**src/rtl/alu_seq_pkg.sv**
```systemverilog
// Shared opcode encodings, P-register flag indices, FSM state type and the binary ALU datapath for alu_seq.
// Opcode and flag encodings are shared with the proc core and must stay in step with it.
package alu_seq_pkg;

    localparam logic [2:0] OP_ADD = 3'd0;
    localparam logic [2:0] OP_SUB = 3'd1;
    localparam logic [2:0] OP_AND = 3'd2;
    localparam logic [2:0] OP_OR  = 3'd3;
    localparam logic [2:0] OP_EOR = 3'd4;
    localparam logic [2:0] OP_SL  = 3'd5;
    localparam logic [2:0] OP_SR  = 3'd6;
    localparam logic [2:0] OP_INC = 3'd7;

    localparam int FLAG_CARRY    = 0;
    localparam int FLAG_ZERO     = 1;
    localparam int FLAG_OVERFLOW = 6;
    localparam int FLAG_SIGN     = 7;

    typedef enum logic {
        ST_IDLE = 1'b0,
        ST_ADJ  = 1'b1
    } state_t;

    typedef struct packed {
        logic [7:0] y;
        logic       c;
        logic       v;
        logic       half;
    } alu_res_t;

    function automatic logic [7:0] make_flags(input logic [7:0] y, input logic v, input logic c);
        logic [7:0] f;
        f                = '0;
        f[FLAG_SIGN]     = y[7];
        f[FLAG_OVERFLOW] = v;
        f[FLAG_ZERO]     = (y == 8'h00);
        f[FLAG_CARRY]    = c;
        return f;
    endfunction

    function automatic alu_res_t alu_bin(input logic [2:0] op, input logic [7:0] a,
                                         input logic [7:0] b, input logic cin);
        alu_res_t   r;
        logic [7:0] bb;
        logic [8:0] s;
        r  = '0;
        bb = (op == OP_SUB) ? ~b : b;
        s  = {1'b0, a} + {1'b0, bb} + {8'd0, cin};
        case (op)
            OP_ADD, OP_SUB: begin
                r.y    = s[7:0];
                r.c    = s[8];
                r.v    = (a[7] == bb[7]) && (s[7] != a[7]);
                // carry into bit 4 recovered from the sum bits
                r.half = a[4] ^ bb[4] ^ s[4];
            end
            OP_AND: begin
                r.y = a & b;
                r.v = b[6];
            end
            OP_OR:  r.y = a | b;
            OP_EOR: r.y = a ^ b;
            OP_SL: begin
                r.y = {a[6:0], cin};
                r.c = a[7];
            end
            OP_SR: begin
                r.y = {cin, a[7:1]};
                r.c = a[0];
            end
            OP_INC: r.y = a + 8'd1;
            default: r = '0;
        endcase
        return r;
    endfunction

endpackage

```
**src/rtl/alu_bcd_adjust.sv**
```systemverilog
// Decimal correction of a binary ADD/SUB intermediate: per-nibble +6 (ADD) or -6 (SUB).
// Purely combinational; used by alu_seq only when ALU_BCD_EN is defined.
module alu_bcd_adjust (
    input  logic [7:0] sum,
    input  logic       half,
    input  logic       carry,
    input  logic       sub,
    output logic [7:0] y,
    output logic       c
);

    logic       lo_adj;
    logic       hi_adj;
    logic [8:0] t;

    always_comb begin
        lo_adj = 1'b0;
        hi_adj = 1'b0;
        t      = {1'b0, sum};
        y      = sum;
        c      = carry;
        if (!sub) begin
            lo_adj = half || (sum[3:0] > 4'd9);
            t      = {1'b0, sum} + (lo_adj ? 9'h006 : 9'h000);
            // the low fix-up can push the high nibble past 9 or out of the byte
            hi_adj = carry || t[8] || (t[7:4] > 4'd9);
            y      = t[7:0] + (hi_adj ? 8'h60 : 8'h00);
            c      = hi_adj;
        end else begin
            lo_adj = !half;
            hi_adj = !carry;
            y      = sum - (lo_adj ? 8'h06 : 8'h00) - (hi_adj ? 8'h60 : 8'h00);
            c      = carry;
        end
    end

endmodule

```
**src/rtl/alu_seq.sv**
```systemverilog
// Sequential ALU with start/valid handshake downstream of proc; binary ops take 1 cycle.
// Macro ALU_BCD_EN adds decimal ADD/SUB through an extra ADJ cycle; without it alu_BCD is ignored.
//   state   | meaning
//   IDLE    | accepting alu_start; binary results complete here
//   ADJ     | decimal correction of the captured binary sum, alu_busy high
module alu_seq
    import alu_seq_pkg::*;
#(
    parameter int RESULT_HOLD = 1
) (
    input  logic       clk,
    input  logic       resetn,
    input  logic       alu_start,
    input  logic [2:0] alu_ctrl,
    input  logic [7:0] alu_AI,
    input  logic [7:0] alu_BI,
    input  logic       alu_carry,
    input  logic       alu_BCD,
    output logic [7:0] alu_Y,
    output logic [7:0] alu_flags,
    output logic       alu_valid,
    output logic       alu_busy
);

    state_t     state;
    logic [7:0] y_q;
    logic [7:0] flags_q;
    logic       valid_q;
    alu_res_t   res;

    assign res = alu_bin(alu_ctrl, alu_AI, alu_BI, alu_carry);

`ifdef ALU_BCD_EN
    logic [7:0] sum_q;
    logic       half_q;
    logic       carry_q;
    logic       sub_q;
    logic       v_q;
    logic       busy_q;
    logic       is_dec;
    logic [7:0] adj_y;
    logic       adj_c;

    assign is_dec = alu_BCD && ((alu_ctrl == OP_ADD) || (alu_ctrl == OP_SUB));

    alu_bcd_adjust u_adj (
        .sum   (sum_q),
        .half  (half_q),
        .carry (carry_q),
        .sub   (sub_q),
        .y     (adj_y),
        .c     (adj_c)
    );

    assign alu_busy = busy_q;
`else
    logic unused_bcd;
    assign unused_bcd = alu_BCD ^ res.half;
    assign alu_busy   = 1'b0;
`endif

    always_ff @(posedge clk) begin
        if (!resetn) begin
            state   <= ST_IDLE;
            y_q     <= '0;
            flags_q <= '0;
            valid_q <= 1'b0;
`ifdef ALU_BCD_EN
            sum_q   <= '0;
            half_q  <= 1'b0;
            carry_q <= 1'b0;
            sub_q   <= 1'b0;
            v_q     <= 1'b0;
            busy_q  <= 1'b0;
`endif
        end else begin
            valid_q <= 1'b0;
            case (state)
                ST_IDLE: begin
                    if (alu_start) begin
`ifdef ALU_BCD_EN
                        if (is_dec) begin
                            sum_q   <= res.y;
                            half_q  <= res.half;
                            carry_q <= res.c;
                            sub_q   <= (alu_ctrl == OP_SUB);
                            v_q     <= res.v;
                            busy_q  <= 1'b1;
                            state   <= ST_ADJ;
                        end else
`endif
                        begin
                            y_q     <= res.y;
                            flags_q <= make_flags(res.y, res.v, res.c);
                            valid_q <= 1'b1;
                        end
                    end
                end
`ifdef ALU_BCD_EN
                ST_ADJ: begin
                    // alu_start is deliberately ignored here; proc must wait for valid
                    y_q     <= adj_y;
                    flags_q <= make_flags(adj_y, v_q, adj_c);
                    valid_q <= 1'b1;
                    busy_q  <= 1'b0;
                    state   <= ST_IDLE;
                end
`endif
                default: state <= ST_IDLE;
            endcase
        end
    end

    assign alu_valid = valid_q;
    assign alu_Y     = ((RESULT_HOLD != 0) || valid_q) ? y_q : 8'h00;
    assign alu_flags = ((RESULT_HOLD != 0) || valid_q) ? flags_q : 8'h00;

endmodule

```
**config.mk**
```make
export PLATFORM = sky130hd
export DESIGN_NAME = alu_seq
export DESIGN_NICKNAME = d
export VERILOG_FILES = /design/src/rtl/alu_seq_pkg.sv /design/src/rtl/alu_bcd_adjust.sv /design/src/rtl/alu_seq.sv
export SDC_FILE = /design/constraint.sdc
export NUM_CORES = 1
export LEC_CHECK = 0
export CORE_ASPECT_RATIO = 0.9
export CORE_MARGIN = 2
export CORE_UTILIZATION = 55
export CTS_CLUSTER_DIAMETER = 100
export CTS_CLUSTER_SIZE = 20
export DETAILED_ROUTE_END_ITERATION = 7
export PLACE_DENSITY = 0.87
export SYNTH_ARGS = -nofsm -noshare
export SYNTH_HDL_FRONTEND = slang
export SYNTH_SLANG_ARGS = --single-unit
```
**constraint.sdc**
```tcl
create_clock -name clk -period 5.39 [get_ports clk]
set_input_delay 1.078 -clock clk [delete_from_list [all_inputs] [get_ports clk]]
set_output_delay 1.078 -clock clk [all_outputs]
set_load 0.05 [all_outputs]
```
# Yosys cells after proc, flatten, opt, wreduce, memory -nomap -nowiden
# Cells that the tools add are included.
# word_totals
regBits	13
latch_bits	0
mem_bits_rw	0
romBits	0
out_inout_bits	18
mem_count	0
# classes
add_sub_neg	3
n_mul	0
div_mod_pow	0
n_lt_le_gt_ge	0
n_eq_ne	9
shifts	0
n_mux	5
bitwise_logic	4
reduce_logical	4
# op_table
op	n
8-bit case mux with 7 select lines	1
3-bit equality test (second input constant)	4
8-bit by 8-bit adder with 9-bit output	1
9-bit by 1-bit adder with 9-bit output	1
8-bit by 1-bit adder with 8-bit output (second input constant)	1
8-bit AND	1
8-bit logical NOT	1
8-bit 2-to-1 mux	1
8-bit NOT	1
8-bit bitwise OR	1
8-bit XOR	1
3-bit by 2-bit equality test with 1-bit output (second input constant)	2
3-bit by 1-bit equality test with 1-bit output (second input constant)	1
3-bit logical NOT	1
1-bit case mux with 3 select lines	1
1-bit case mux with 2 select lines	1
2-bit OR reduction	1
1-bit equality test	1
1-bit logical AND	1
1-bit 2-to-1 mux	1
1-bit inequality test	1

# Longest topological paths before layout
# Gate-level depths: netlist of the first run.
# logic_depth
ltp_word	7
ltp_mapped	14
depth_no_buf	12

# Worst setup path before layout of the first run
# No wires, ideal clock.
# synth_path
path_kind	in2reg
start	in alu_ctrl[1]
end	reg flags_q[1], in the netlist alu_flags[1]
setup_ps	72
arrival_ps	3754
required_time_ps	5318
slack_ps	1564
stages	13
n_path_buf	2
cell_sequence	buf_2 -> nor2_1 -> and2_1 -> buf_2 -> xnor2_1 -> fa_1 -> fa_1 -> nor2b_1 -> o31a_1 -> o311ai_0 -> a211oi_1 -> nand4b_1 -> a21oi_1
# synth_via
elab_chain_len	6
word_cells_on_any_way	14
classes_between	2 x add/sub; 7 x eq/ne; 2 x mux; 3 x reduce/logical
# synth_lines
element	line_no	source
from (decl)	alu_seq.sv:14	input logic [2:0] alu_ctrl,
3-bit by 1-bit equality test with 1-bit output	alu_seq_pkg.sv:47, alu_seq_pkg.sv:49	
8-bit 2-to-1 mux	alu_seq_pkg.sv:47	bb = (op == OP_SUB) ? ~b : b;
8-bit by 8-bit adder with 9-bit output	alu_seq_pkg.sv:48	s = {1'b0, a} + {1'b0, bb} + {8'd0, cin};
9-bit by 1-bit adder with 9-bit output	alu_seq_pkg.sv:48	
8-bit case mux with 7 select lines *	alu_seq_pkg.sv:49	case (op)
8-bit logical NOT *	alu_seq_pkg.sv:36	f[FLAG_ZERO] = (y == 8'h00);
to (signal assigned)	alu_seq.sv:94	flags_q <= make_flags(res.y, res.v, res.c);
to (decl)	alu_seq.sv:27	logic [7:0] flags_q;
# Mark *: on every way between the ends. The rest lies on a longest branch, timed or not.
# A chain may end at the register's enable or synchronous reset.

# Worst setup path after layout of the first run
# Same ends and word-level chain as after synthesis.

==> impl_metrics.toml, run 1 <==
[timing]
post-route-period-util = 0.773
hold_violations = 0
slew_headroom = 0.554
min_period_ns = 4.17
fin_skew_ns = 0
fmax_ghz = 0.240
rsz0062_at_grt = "no"
max_slew.worst_pin.slew_ns = 0.661
setup_tns_ns = 0
final-max-slew-violation-count = 0
final-setup-viol-count = 0

[logic_synthesis]
synth_most_common_cell = "ha_1"
synth_ff_type = "dfxtp_1"
synth_fa_ha_area_frac = 0.191
synth_compound_area_frac = 0.207
synthTopCellsByArea = "ha_1, dfxtp_1, xnor2_1, mux2i_1, inv_1"
synthXorXnorAreaFrac = 0.0885
synthSimpleGateAreaFrac = 0.189
synth_edf_count = 0
syn_area_per_cell_um2 = 7.84
synth_top_area_frac = 0.169
yosys.area.top_type = "ha_1"
ys_seq_elements = 12
synth_common_cells = "ha_1, inv_1, nor2_1"
synth_top_family_by_area = "compound AO/OA/AOI/OAI gates"
yosys-mux-area-fraction = 0.0935
postSynthCellCount = 227
syn-cell-area_um2 = 1780
synth.distinct_cells = 53
ys_seq_area_frac = 0.135
async_reset_ff_frac = 0
yosys_warnings = 0

[floorplan]
rows = 19
die_area_um2 = 3710
die_h_um = 58.0
die_w_um = 64.0
ios = 42
start_util = 0.581
core-area_um2 = 3070

[hold_path]
min_to = "alu_flags[1]"
hp-class = "reg -> reg"
worstHoldPathCells = 2
worstHoldStart = "alu_flags[1]"

[clock_tree]
postCtsSetupBuffers = 0
cts_hold_buf = 0
tritoncts = "done"
clk_path_buf_depth = 2
htree_levels = 1
clk_pin_slew_ns = 0.07
clkSinkCount = 12
clk_latency_ns = 0.27
numCtsBuffers = 3
clock-root-buffer = "clkbuf_4"
cts_resized = 0

[setup_path]
r2r-end = "alu_flags[0]"
critical_path_required_ns = 5.55
critPathLaunchType = "input port"
reg2reg_from = "alu_flags[0]"
r2r_slack_ns = 4.66
setup.worst_path.class = "in -> reg"
endpoint_kind = "register"
worst_r2r_path_depth = 2
worstPathArrival_ns = 4.33
cp_max_fo = 22

[detailed_routing]
wl_met2_um = 1840
drt_iter0_drc = 86
antenna_left = 0
met1_length_um = 2030
via_count = 1720
drc = 0
wl_per_cell_um = 13.9
drtPass1Iterations = 4
top_layer = "met4"
wl_um = 4200
dr_wl_met3_um = 260
vias_per_cell = 5.70

[finish]
final_cell_area_um2 = 2180
area.growth.synth_to_final_pct = 22.3
drive_gt1_frac = 0.0538
antenna_cells = 0
final-seq-area_um2 = 240
multi_input_area_um2 = 1390
final_nets = 312
fillers = 260

[global_route]
overflow = 0
antenna_found_initial = 0
grt_pass1_vias = 1500
track_usage = 0.246
grt_pass1_wl_um = 7250
grt_max_degree = 32

[power_and_ir_drop]
irDropWorstVdd_mv = 0.125
p_per_area_nw_per_um2 = 166
totalPowerFinal_mw = 0.361
cellLeakagePower_nw = 0.949

[place]
gp_congestion = 0.915
dpl_cell_area_um2 = 2150
io_buffers = 35
hpwlAfterDp_um = 3230

[run_status]
status = "finished, final reports clean"

[job]
maxCapViolCount = 0
power by group:
group / switching (mW) / total, mW / leakage, nW / internal (mW)
clock network: 0.0286 / 0.0545 / 0.0138 / 0.0259
registers: 0.00296 / 0.0983 / 0.0989 / 0.0953
logic: 0.120 / 0.208 / 0.836 / 0.0879
cell type report:
type	count	area share
Tap cell	42	0.0241
Multi-Input combinational cell	182	0.637
Sequential cell	12	0.110
Inverter	23	0.0397
Clock buffer	3	0.0103
Timing Repair Buffer	40	0.178
worst max path at each step:
stage                 from           end
2_1_floorplan  alu_ctrl[1]  alu_flags[1]
5_1_grt        alu_ctrl[0]  alu_flags[1]
6_report       alu_ctrl[1]  alu_flags[1]
3_3_place_gp   alu_ctrl[1]  alu_flags[1]
3_5_place_dp   alu_ctrl[1]  alu_flags[1]
4_1_cts        alu_ctrl[1]  alu_flags[1]
state kept, by name, indices dropped and copies added, names as in the netlist:
name	count
alu_flags	3
alu_Y	8
alu_valid	1
layer usage:
| layer | vias up | track usage |
|---|---|---|
| met5 | - | 0 |
| met4 | 0 | 0.0621 |
| met3 | 6 | 0.0350 |
| met2 | 61 | 0.359 |
| met1 | 791 | 0.377 |
| li1 | 862 | - |
kinds of logic after synthesis:
| group | count (synthesis) |
|---|---|
| flops | 12 |
| other cells | 1 |
| compound gates | 52 |
| fa+ha+maj | 26 |
| simple gates | 67 |
| xor+xnor | 18 |
| buf+inv | 37 |
| mux | 14 |
stage by stage:
step | hold slack (ns) | setup WS (ns) | cells | utilization
finish | 0.477 | 1.22 | 302 | 0.710
global route | 0.523 | 1.09 | 302 | 0.710
CTS | 0.474 | 1.32 | 302 | 0.710
detailed placement | 0.463 | 1.03 | 299 | 0.703
global placement | 0.452 | 1.12 | 299 | 0.703
floorplan | 0.688 | 1.56 | 231 | -
critical path: stages:
cell and delay (ns):
clkdlybuf4s50_1 0.46, buf_4 0.24, nor2_1 0.08, and2_1 0.18
xnor2_1 0.14, fa_1 0.41, fa_1 0.43, nor2b_1 0.21
o21a_1 0.14, nor3_1 0.04, o311ai_0 0.57, a211oi_1 0.17
nand4b_1 0.12, a21oi_1 0.07
cells in the final DEF (no fill, tap or decap), types with 3 or more instances in the layout:
master            n
ha_1             24
o21ai_0           7
nor2b_1           5
and3_1            4
nor3_1            3
a21oi_1          11
o21a_1            8
xnor2_1          16
nand2_1          13
inv_1            20
clkdlybuf4s50_1  35
conb_1            5
o211ai_1          3
a211oi_1          5
nand3_1           8
mux2i_1          11
dfxtp_1          12
nor2_1           19
clkbuf_4          3
buf_4             5
(Power assumes the default switching activity.)
==> inputs of run 2 (changes only) <==
--- a/config.mk
+++ b/config.mk
@@ -7,11 +7,11 @@
 export LEC_CHECK = 0
 export CORE_ASPECT_RATIO = 0.9
 export CORE_MARGIN = 2
-export CORE_UTILIZATION = 55
+export CORE_UTILIZATION = 51
 export CTS_CLUSTER_DIAMETER = 100
 export CTS_CLUSTER_SIZE = 20
 export DETAILED_ROUTE_END_ITERATION = 7
-export PLACE_DENSITY = 0.87
+export PLACE_DENSITY = 0.82
 export SYNTH_ARGS = -nofsm -noshare
 export SYNTH_HDL_FRONTEND = slang
 export SYNTH_SLANG_ARGS = --single-unit
==> constraint.sdc (replaced) <==
create_clock -name clk -period 3.9 [get_ports clk]
set_input_delay 0.78 -clock clk [delete_from_list [all_inputs] [get_ports clk]]
set_output_delay 0.78 -clock clk [all_outputs]
set_load 0.05 [all_outputs]
==> run 2 against run 1 <==
Effect of this change:
- combinational power rose by 41%
- critical path type unchanged
- via count fell by 0.35%
- clock power rose by 110%
- final area rose by 2.0%
- global-route usage fell by 0.32 points
- flip-flop and latch count did not move
- register-to-register slack got worse by 1.5 ns
- core utilization fell by 4.8 points
- clock-buffer cell count did not move
- clock skew did not move
==> impl_metrics.toml, run 2 (synthesis gave the netlist of run 1 again) <==
[clock_tree]
clk_latency_ns = 0.24
clock-root-buffer = "clkbuf_8"
clkSinkCount = 12
postCtsSetupBuffers = 0
tritoncts = "done"
cts_hold_buf = 0
clk_pin_slew_ns = 0.05
htree_levels = 1
cts_resized = 0
clk_path_buf_depth = 2
numCtsBuffers = 3

[timing]
setup_tns_ns = 0
slew_headroom = 0.656
min_period_ns = 3.53
hold_violations = 0
fin_skew_ns = 0
final-max-slew-violation-count = 0
fmax_ghz = 0.283
final-setup-viol-count = 0
post-route-period-util = 0.906
rsz0062_at_grt = "no"
max_slew.worst_pin.slew_ns = 0.515

[setup_path]
cp_num_buf_inv = 2
crit_family = "adder cells"
worstPathArrival_ns = 3.71
reg2reg_from = "alu_flags[0]"
endpoint_kind = "register"
critical_path.max_stage_delay_ns = 0.47
critPathLaunchType = "input port"
critical_path_required_ns = 4.07
r2r_slack_ns = 3.17
critPathSlowestCell = "clkdlybuf4s50_1"
crit_chain = "clkdlybuf4s50_1 > nor2_1 > and2_1 > xnor2_1 > fa_1 > fa_1 > nor2b_1 > o31a_1 > o311ai_0 > buf_4 > a211oi_1 > nand4b_1 > a21oi_1"
cp_max_fo = 4
cpMostUsedCell = "fa_1"
critical_path.startpoint = "alu_ctrl[2]"
setup.worst_path.class = "in -> reg"

[finish]
fillers = 305
layout_commonest_cell = "clkdlybuf4s50_1"
largest_reg_flops = 8
antenna_cells = 0
layout_common_cells = "clkdlybuf4s50_1, ha_1, inv_1, nor2_1, xnor2_1"
instances_no_fill = 307
drive_gt1_frac = 0.0646
final_nets = 315
area.growth.synth_to_final_pct = 24.7

[global_route]
grt_max_degree = 31
overflow = 0
grt_pass1_wl_um = 7370
grt_pass1_vias = 1567
track_usage = 0.242
antenna_found_initial = 0

[floorplan]
die_area_um2 = 3980
die_h_um = 60.1
start_util = 0.531
die_w_um = 66.3
core-area_um2 = 3350
rows = 20
ios = 42

[detailed_routing]
wl_um = 4360
antenna_left = 0
drc = 0
drt_iter0_drc = 66
wl_per_cell_um = 14.2
drtPass1Iterations = 4
via_count = 1714
vias_per_cell = 5.58

[power_and_ir_drop]
p_per_area_nw_per_um2 = 244
irDropWorstVdd_mv = 0.258
cellLeakagePower_nw = 0.970

[hold_path]
worstHoldStart = "alu_Y[4]"
hp-class = "reg -> reg"

[place]
gp_congestion = 0.936
hpwlAfterDp_um = 3470
io_buffers = 35
place_inst = 304

[run_status]
status = "finished, final reports clean"

[job]
maxCapViolCount = 0
-- run 2: layout make-up --
class | count | area, um2 | area share
Clock buffer | 3 | 41.3 | 0.0186
Timing Repair Buffer | 43 | 410 | 0.185
Inverter | 23 | 86.3 | 0.0389
Multi-Input combinational cell | 182 | 1390 | 0.625
Tap cell | 44 | 55.1 | 0.0248
Sequential cell | 12 | 240 | 0.108
-- run 2: per-layer routing --
metal  vias up  global-route usage  part of all wire
li1        870                   -                 -
met1       793               0.334              0.47
met2        46               0.406              0.46
met3         5              0.0433             0.052
met4         0              0.0350            0.0092
met5         -                   0                 0
-- run 2: metrics by stage --
| stage | power, mW | worst slack [ns] | hold slack, ns | area [um2] | util |
|---|---|---|---|---|---|
| global route | 0.577 | 0.186 | 0.499 | 2220 | 0.662 |
| global placement | 0.423 | 0.192 | 0.460 | 2180 | 0.650 |
| finish | 0.543 | 0.366 | 0.464 | 2220 | 0.662 |
| CTS | 0.542 | 0.377 | 0.466 | 2220 | 0.662 |
| floorplan | 0.342 | 0.372 | 0.688 | 1800 | - |
| detailed placement | 0.429 | 0.135 | 0.458 | 2180 | 0.650 |
-- run 2: where the power goes --
| group | switching, mW | total, mW | internal, mW |
|---|---|---|---|
| clock | 0.0452 | 0.113 | 0.0680 |
| combinational | 0.169 | 0.293 | 0.124 |
| sequential | 0.00426 | 0.136 | 0.132 |
| total | 0.218 | 0.543 | 0.325 |
-- run 2: worst min-delay path: stages, from the launching register on --
cell and delay, ns:
dfxtp_1 0.30, nand2_1 0.06, a21oi_1 0.05
-- run 2: final timing paths --
check / end / depth (start not counted)
max: alu_flags[1] / 13
min: alu_Y[4] / 2
max reg2reg: alu_flags[0] / 2
min reg2reg: alu_Y[4] / 2
